$ cat src/rtl/imem_pkg.sv
// Shared types and constants for the instruction-memory fetch unit.
package imem_pkg;

  typedef enum logic {CLEAR, RUN} fsm_t;

  localparam int FLT_MISALIGN = 0;
  localparam int FLT_RANGE    = 1;

  localparam logic [31:0] NOP_DEFAULT = 32'h0000_0000;

endpackage

$ cat src/rtl/imem_fetch_unit_ram.sv
// 1R1W synchronous RAM with a registered read port; a read and a write to the
// same word on the same edge return the old contents.
module imem_ram #(
  parameter  int WORD_W = 32,
  parameter  int DEPTH  = 64,
  localparam int ADDR_W = $clog2(DEPTH)
) (
  input  logic              clk,
  input  logic              we,
  input  logic [ADDR_W-1:0] waddr,
  input  logic [WORD_W-1:0] wdata,
  input  logic              re,
  input  logic [ADDR_W-1:0] raddr,
  output logic [WORD_W-1:0] rdata
);

  logic [WORD_W-1:0] mem [DEPTH];

  always_ff @(posedge clk) begin
    if (we) mem[waddr] <= wdata;
    if (re) rdata <= mem[raddr];
  end

endmodule

$ cat src/rtl/imem_fetch_unit.sv
// Instruction memory with registered fetch, stall hold, fault flags, program-load
// port and post-reset clear sweep. Define IMEM_PARITY_EN for per-word even parity.
module imem_fetch_unit
  import imem_pkg::*;
#(
  parameter  int                DATA_W   = 32,
  parameter  int                DEPTH    = 64,
  parameter  logic [DATA_W-1:0] NOP_WORD = DATA_W'(NOP_DEFAULT),
  localparam int                ADDR_W   = $clog2(DEPTH)
) (
  input  logic              clk,
  input  logic              rst,
  input  logic              if_req,
  input  logic [31:0]       if_pc,
  input  logic              if_stall,
  output logic              if_valid,
  output logic [DATA_W-1:0] if_instr,
  output logic [31:0]       if_pc_out,
  output logic [1:0]        if_fault,
  input  logic              ld_we,
  input  logic [ADDR_W-1:0] ld_addr,
  input  logic [DATA_W-1:0] ld_data,
  output logic              ld_ack,
`ifdef IMEM_PARITY_EN
  output logic              if_perr,
`endif
  output logic              init_busy
);

`ifdef IMEM_PARITY_EN
  localparam int RAM_W = DATA_W + 1;
`else
  localparam int RAM_W = DATA_W;
`endif

  fsm_t              state, state_nxt;
  logic [ADDR_W-1:0] sweep_cnt, sweep_cnt_nxt;
  logic              ram_we;
  logic [ADDR_W-1:0] ram_waddr;
  logic [DATA_W-1:0] ram_wword;
  logic [RAM_W-1:0]  ram_wdata;
  logic [RAM_W-1:0]  ram_rdata;
  logic [1:0]        flt;
  logic              fetch_go;
  logic              use_ram;

  always_ff @(posedge clk or posedge rst) begin
    if (rst) begin
      state     <= CLEAR;
      sweep_cnt <= '0;
    end else begin
      state     <= state_nxt;
      sweep_cnt <= sweep_cnt_nxt;
    end
  end

  // The sweep owns the single write port until every word holds NOP_WORD.
  always_comb begin
    state_nxt     = state;
    sweep_cnt_nxt = sweep_cnt;
    ram_we        = 1'b0;
    ram_waddr     = ld_addr;
    ram_wword     = ld_data;
    ld_ack        = 1'b0;
    case (state)
      CLEAR: begin
        ram_we        = 1'b1;
        ram_waddr     = sweep_cnt;
        ram_wword     = NOP_WORD;
        sweep_cnt_nxt = sweep_cnt + 1'b1;
        if (sweep_cnt == ADDR_W'(DEPTH - 1)) state_nxt = RUN;
      end
      RUN: begin
        ram_we = ld_we;
        ld_ack = ld_we;
      end
      default: state_nxt = CLEAR;
    endcase
  end

  assign init_busy = (state == CLEAR);

`ifdef IMEM_PARITY_EN
  assign ram_wdata = {^ram_wword, ram_wword};
`else
  assign ram_wdata = ram_wword;
`endif

  always_comb begin
    flt               = '0;
    flt[FLT_MISALIGN] = |if_pc[1:0];
    flt[FLT_RANGE]    = |if_pc[31:ADDR_W+2];
  end

  assign fetch_go = if_req && !if_stall && (state == RUN);

  imem_ram #(
    .WORD_W (RAM_W),
    .DEPTH  (DEPTH)
  ) u_ram (
    .clk   (clk),
    .we    (ram_we),
    .waddr (ram_waddr),
    .wdata (ram_wdata),
    .re    (fetch_go),
    .raddr (if_pc[ADDR_W+1:2]),
    .rdata (ram_rdata)
  );

  // Fetch stage: RAM output register plus these flags form the IF/ID-facing outputs.
  always_ff @(posedge clk or posedge rst) begin
    if (rst) begin
      if_valid  <= 1'b0;
      if_pc_out <= '0;
      if_fault  <= '0;
      use_ram   <= 1'b0;
    end else if (!if_stall) begin
      if_valid <= fetch_go;
      if_fault <= fetch_go ? flt : 2'b00;
      use_ram  <= fetch_go && (flt == 2'b00);
      if (fetch_go) if_pc_out <= if_pc;
    end
  end

  assign if_instr = use_ram ? ram_rdata[DATA_W-1:0] : NOP_WORD;

`ifdef IMEM_PARITY_EN
  assign if_perr = use_ram && (^ram_rdata);
`endif

endmodule

$ cat config.mk
export PLATFORM = sky130hd
export DESIGN_NAME = imem_fetch_unit
export DESIGN_NICKNAME = d
export VERILOG_FILES = /design/src/rtl/imem_pkg.sv /design/src/rtl/imem_fetch_unit_ram.sv /design/src/rtl/imem_fetch_unit.sv
export SDC_FILE = /design/constraint.sdc
export NUM_CORES = 2
export LEC_CHECK = 0
export CAP_MARGIN = 20
export CELL_PAD_IN_SITES_DETAIL_PLACEMENT = 1
export CELL_PAD_IN_SITES_GLOBAL_PLACEMENT = 1
export CORE_UTILIZATION = 55
export CTS_CLUSTER_DIAMETER = 40
export DETAILED_ROUTE_END_ITERATION = 8
export GPL_ROUTABILITY_DRIVEN = 0
export PLACE_DENSITY_LB_ADDON = 0.1
export SYNTH_ARGS = -nofsm -noshare
export SYNTH_HDL_FRONTEND = slang
export SYNTH_SLANG_ARGS = --single-unit
export TNS_END_PERCENT = 5
$ cat constraint.sdc
create_clock -name clk -period 3.6 [get_ports clk]
set_input_delay 0.72 -clock clk [delete_from_list [all_inputs] [get_ports clk]]
set_output_delay 0.72 -clock clk [all_outputs]
set_load 0.005 [all_outputs]
After elaboration in Yosys (flattened, before gate mapping)
Memories as Yosys holds them, arrays and structs flattened. A register that Yosys moved wholly into a read port is not among the register bits.
Cells that the tools add are included.
- word-level logic and storage cells: 29
- memory bits (writable): 2048
- bits in registers: 43
- memories: 1
- memory list (name ; depth ; bits a word ; read ports ; clocked after memory_dff ; wr ports ; line ; text):
    u_ram.mem ; 64 ; 32 ; 1 ; 1 ; 1 ; imem_fetch_unit_ram.sv:17 ; logic [WORD_W-1:0] mem [DEPTH];
- muxes and demuxes: 10
- $add $sub $neg: 1
- equal/unequal tests: 1
- bitwise operators: 2
- reductions and logical operators: 8
- operators with widths (kind ; number):
    $mux 32 ; 2
    $reduce_or 24->1 ; 1
    $add 6x1->6 const B ; 1
    $eq 6x6->1 const B ; 1
    $mux 6 ; 1
    $mux 1 ; 5
    $logic_and 1x1->1 ; 3
    $logic_not 2->1 ; 1
    $mux 2 ; 1
    $not 1->1 ; 2
    $pmux 1 s2 ; 1
    $reduce_and 2->1 ; 1
    $reduce_or 2->1 ; 1
    $logic_not 1->1 ; 1

Longest topological paths before layout
- depth after elaboration: 4
- mapped depth: 9
- gate-level depth less buffers: 5

By module
A second synthesis with hierarchy kept.
- cells, all modules: 3539
- area total of the unflattened synthesis: 81161.6 µm²
- by module, submodules not included (module ; times used ; area an instance (µm²) ; cells each):
    imem_ram ; 1 ; 78835.6 ; 3324
    imem_fetch_unit ; 1 ; 2326.0 ; 215

Least setup slack after synthesis
Ideal clock, no wire load.
- kind: register to register
- start: reg state
- end: mem u_ram.mem[34][0], enable pin
- data arrival time: 2795 ps
- setup slack: 384 ps
- stages on the path, launching flop included: 6
- library setup time: 421 ps
- period minus slack after synthesis: 3216 ps
- required time: 3179 ps
- path through: dfrtp_1 -> clkbuf_1 -> buf_1 -> mux2i_1 -> nand2_1 -> nor2_1
- cells in the longest elaborated chain, start to end: 4
- elaborated cells between the ends (all ways): 5
- those cells by class: mux (4); bitwise (1)
- RTL lines (what ; line ; text):
    start: declaration ; imem_fetch_unit.sv:36 ; fsm_t state, state_nxt;
    start signal: assignment ; imem_fetch_unit.sv:52 ; state <= state_nxt;
    $not 1->1 ; - ;
    $pmux 1 s2 ; imem_fetch_unit.sv:65 ; case (state)
    $mux 1 ; imem_fetch_unit_ram.sv:20 ; if (we) mem[waddr] <= wdata;
    $mux 1 (implied by the code) ; imem_fetch_unit_ram.sv:20 ;
    end: declaration ; imem_fetch_unit_ram.sv:17 ;
Parallel ways exist; a longest one is shown, timed or not.

Worst setup path in the final report
- start: reg state
- end: out init_busy
- cells in the longest elaborated chain, start to end: 1
- RTL lines (what ; line ; text):
    $not 1->1 ; - ;
    end: declaration ; imem_fetch_unit.sv:27 ; output logic init_busy
Every way passes these cells.

==> run_results.csv <==
group,metric,value,unit
finish,synthToLayoutAreaGrowth,20.33,%
flow_run,max_cap_violations,0,
detailed_routing,drt_iter0_drc,5752,
floorplanning,core_area,145700,sq um
timing,post-route-period-util,88.89,%
cts,cts_resized,0,
timing,drv_slew,0,
timing,fmax,312.5,MHz
yosys,synthMuxAreaShare,14.80,%
place,dp_cells,5856,
critical_path,critPathTopFamily,"buffers and inverters",
timing,max_slew.worst_pin.slew,1.041,ns
critical_path,cp-end-kind,"primary output",
pwr,ir_drop,0.0004713,V
cts,path_clk_slew,0.06,ns
place,dp_hpwl,141900,um
place,placed_cell_area,88220,sq um
yosys,syn_avg_cell_area,22.17,sq um
floorplanning,die_x,385.4,um
detailed_routing,route.detailed.vias_per_inst,6.801,
global_routing,grt.total_usage,33.56,%
critical_path,rrSetupSlack,0.71,ns
finish,final_common_cell,"edfxtp_1",
yosys,postSynthCellCount,3648,
critical_path,crit_path_max_incr_delay,0.67,ns
run_status,status,"finished clean",
yosys,synth_top_family_by_area,"multiplexers",
yosys,synthAdderAreaFrac,0.01547,%
cts,cts_sinks,2123,
detailed_routing,vias,43090,
cts,cts_tree,"done",
global_routing,grt-ovfl-total,0,
cts,postCtsSetupBuffers,0,
pwr,p_leak,26.52,nW
floorplanning,num_rows,140,
yosys,synth-xor-area-share,0.05416,%
detailed_routing,drc,0,
yosys,synth_edf_count,2080,
floorplanning,die-area,148600,sq um
yosys,async_reset_ff_share,2.025,%
hold_path,hold_class,"input port to asynchronous set/reset pin",
finish,layout-drive-gt1-share,31.85,%
floorplanning,initial_core_util,55.49,%
timing,slew_headroom,30.44,%
timing,setup_viol,0,
finish,nNetsFinal,4300,
timing,setup_ws,0.4001,ns
critical_path,path_buf_inv,2,
yosys,syn_nets,3724,
yosys,synth_seq_cells,2123,
pwr,p_total,0.05559,W
yosys,synth_seq_area_share,78.57,%
cts,cts_buffer_depth,4,
yosys,ys_types,50,
critical_path,slowest_stage,"dfrtp_2",
detailed_routing,drtPass1Iterations,5,
global_routing,grt_max_degree,65,
critical_path,path_class,"flop to primary output",
detailed_routing,ant_nets,0,
finish,layout_common_cells,"edfxtp_1 (2080), mux4_2 (513), clkbuf_16 (289)",
detailed_routing,routed_wl,246400,um
detailed_routing,wl_per_cell,38.88,um
place,io_buffers,143,
critical_path,path_cells,"clkinv_1 -> clkdlybuf4s50_1",
floorplanning,ioPinCount,144,
cts,root_buffer,"clkbuf_16",
yosys,netlist_area,80860,sq um
cts,hold_buffers,0,
yosys,ys.flop_type,"edfxtp_1",
critical_path,crit_arrival,2.48,ns
cts,clk_latency,0.89,ns
finish,finalInstanceArea,97300,sq um
yosys,yosysWarnings,0,
timing,hold_violations,0,
place,place_worst_setup_slack,-0.2630,ns
timing,clock_skew,0.04281,ns
cts,cts_buffers,282,
timing,rsz0062_at_grt,"false",
yosys,synth_compound_area_share,2.958,%
critical_path,path_max_fanout,30,
global_routing,grt_pass1_vias,45000,
cts,h-tree-depth,5,
global_routing,antenna_found_initial,18,
critical_path,startpoint_type,"flop",
timing,finalCriticalPeriod,3.200,ns
critical_path,cp.required,2.88,ns
global_routing,grt_first_pass_wirelength,341800,um
pwr,power_density,571.3,nW/um^2
finish,stdcell_count,6336,
floorplanning,die_h,385.4,um
yosys,synth-simple-area-share,2.336,%
logic make-up after synthesis:
kind of cell,count (synthesis)
DFF,2123
muxes,554
and+or+nand+nor,419
AOI/OAI and AO/OA,340
buffers and inverters,206
xor gates and xnor gates,5
adders and majority gates,1
Yosys cell counts (all sizes together) (3+ instances only):
cell    count  share of area (%)
a211oi      5              0.046
a21oi      82               0.51
a221oi     44               0.48
a22o       45               0.49
a22oi      18               0.17
a31oi      23               0.18
and2       71               0.55
buf        99               0.76
clkbuf    100               0.46
dfrtp      43                1.3
edfxtp   2080                 77
inv         5              0.023
mux2        5              0.070
mux2i      36               0.45
mux4      513                 14
nand2     181               0.84
nand2b     10              0.077
nand3      13              0.080
nand3b      6              0.056
nand4       3              0.023
nor2      106               0.49
nor2b      10              0.077
nor3        6              0.037
nor4        7              0.054
o21ai      16              0.099
o221ai     25               0.27
o22ai      56               0.43
o32ai      11               0.12
xnor2       4              0.043
final cells by class:
cell class,instances,area [sq um]
Antenna cell,2,5.005
Multi-Input combinational cell,1319,16860
Clock inverter,162,1732
Clock buffer,315,7330
Fill cell,11400,48440
Inverter,7,27.53
Timing Repair Buffer,491,5413
Sequential cell,2123,63540
Tap cell,1917,2399
sequential cells by signal, indices dropped and copies added (netlist names):
name	cells
sweep_cnt	6
u_ram.mem	2048
if_fault	2
if_pc_out	32
use_ram	1
u_ram.rdata	32
state	1
if_valid	1
routing by layer:
layer  vias up  wire length (um)  GRT usage (%)
li1      16620                 -              -
met5         -                69              0
met2      2719            121700          54.79
met1     23170             91040          44.45
met4        12             11160          14.16
met3       577             22420          6.800
metrics by stage:
| step | setup TNS [ns] | utilization (%) | hold slack (ns) |
|---|---|---|---|
| 3_5_place_dp | -0.7578 | 60.53 | 0.4691 |
| 6_report | 0 | 66.77 | 0.2082 |
| 5_1_grt | 0 | 66.76 | 0.2349 |
| 3_3_place_gp | -0.9630 | 60.53 | 0.4583 |
| 4_1_cts | 0 | 66.75 | 0.3895 |
| 2_1_floorplan | 0 | - | 0.4664 |
report_power, final:
| part | leakage [nW] | internal [W] | switching [W] | total (W) |
|---|---|---|---|---|
| clock network | 4.40 | 0.0166 | 0.0107 | 0.0273 |
| logic | 6.87 | 0.000646 | 0.000939 | 0.00159 |
| registers | 15.2 | 0.0267 | 0 | 0.0267 |
worst paths after layout:
kind                          startpoint         endpoint  depth (start not counted)
max                                state        init_busy                          2
min                                  rst     if_pc_out[3]                          2
max reg2reg                        state  u_ram.mem[1][2]                          6
min reg2reg                if_pc_out[31]    if_pc_out[31]                          2
max in group asynchronous            rst    if_pc_out[24]                          3
min in group clk               if_pc[25]    if_pc_out[25]                          3
Power figures use the tool's default switching activity.
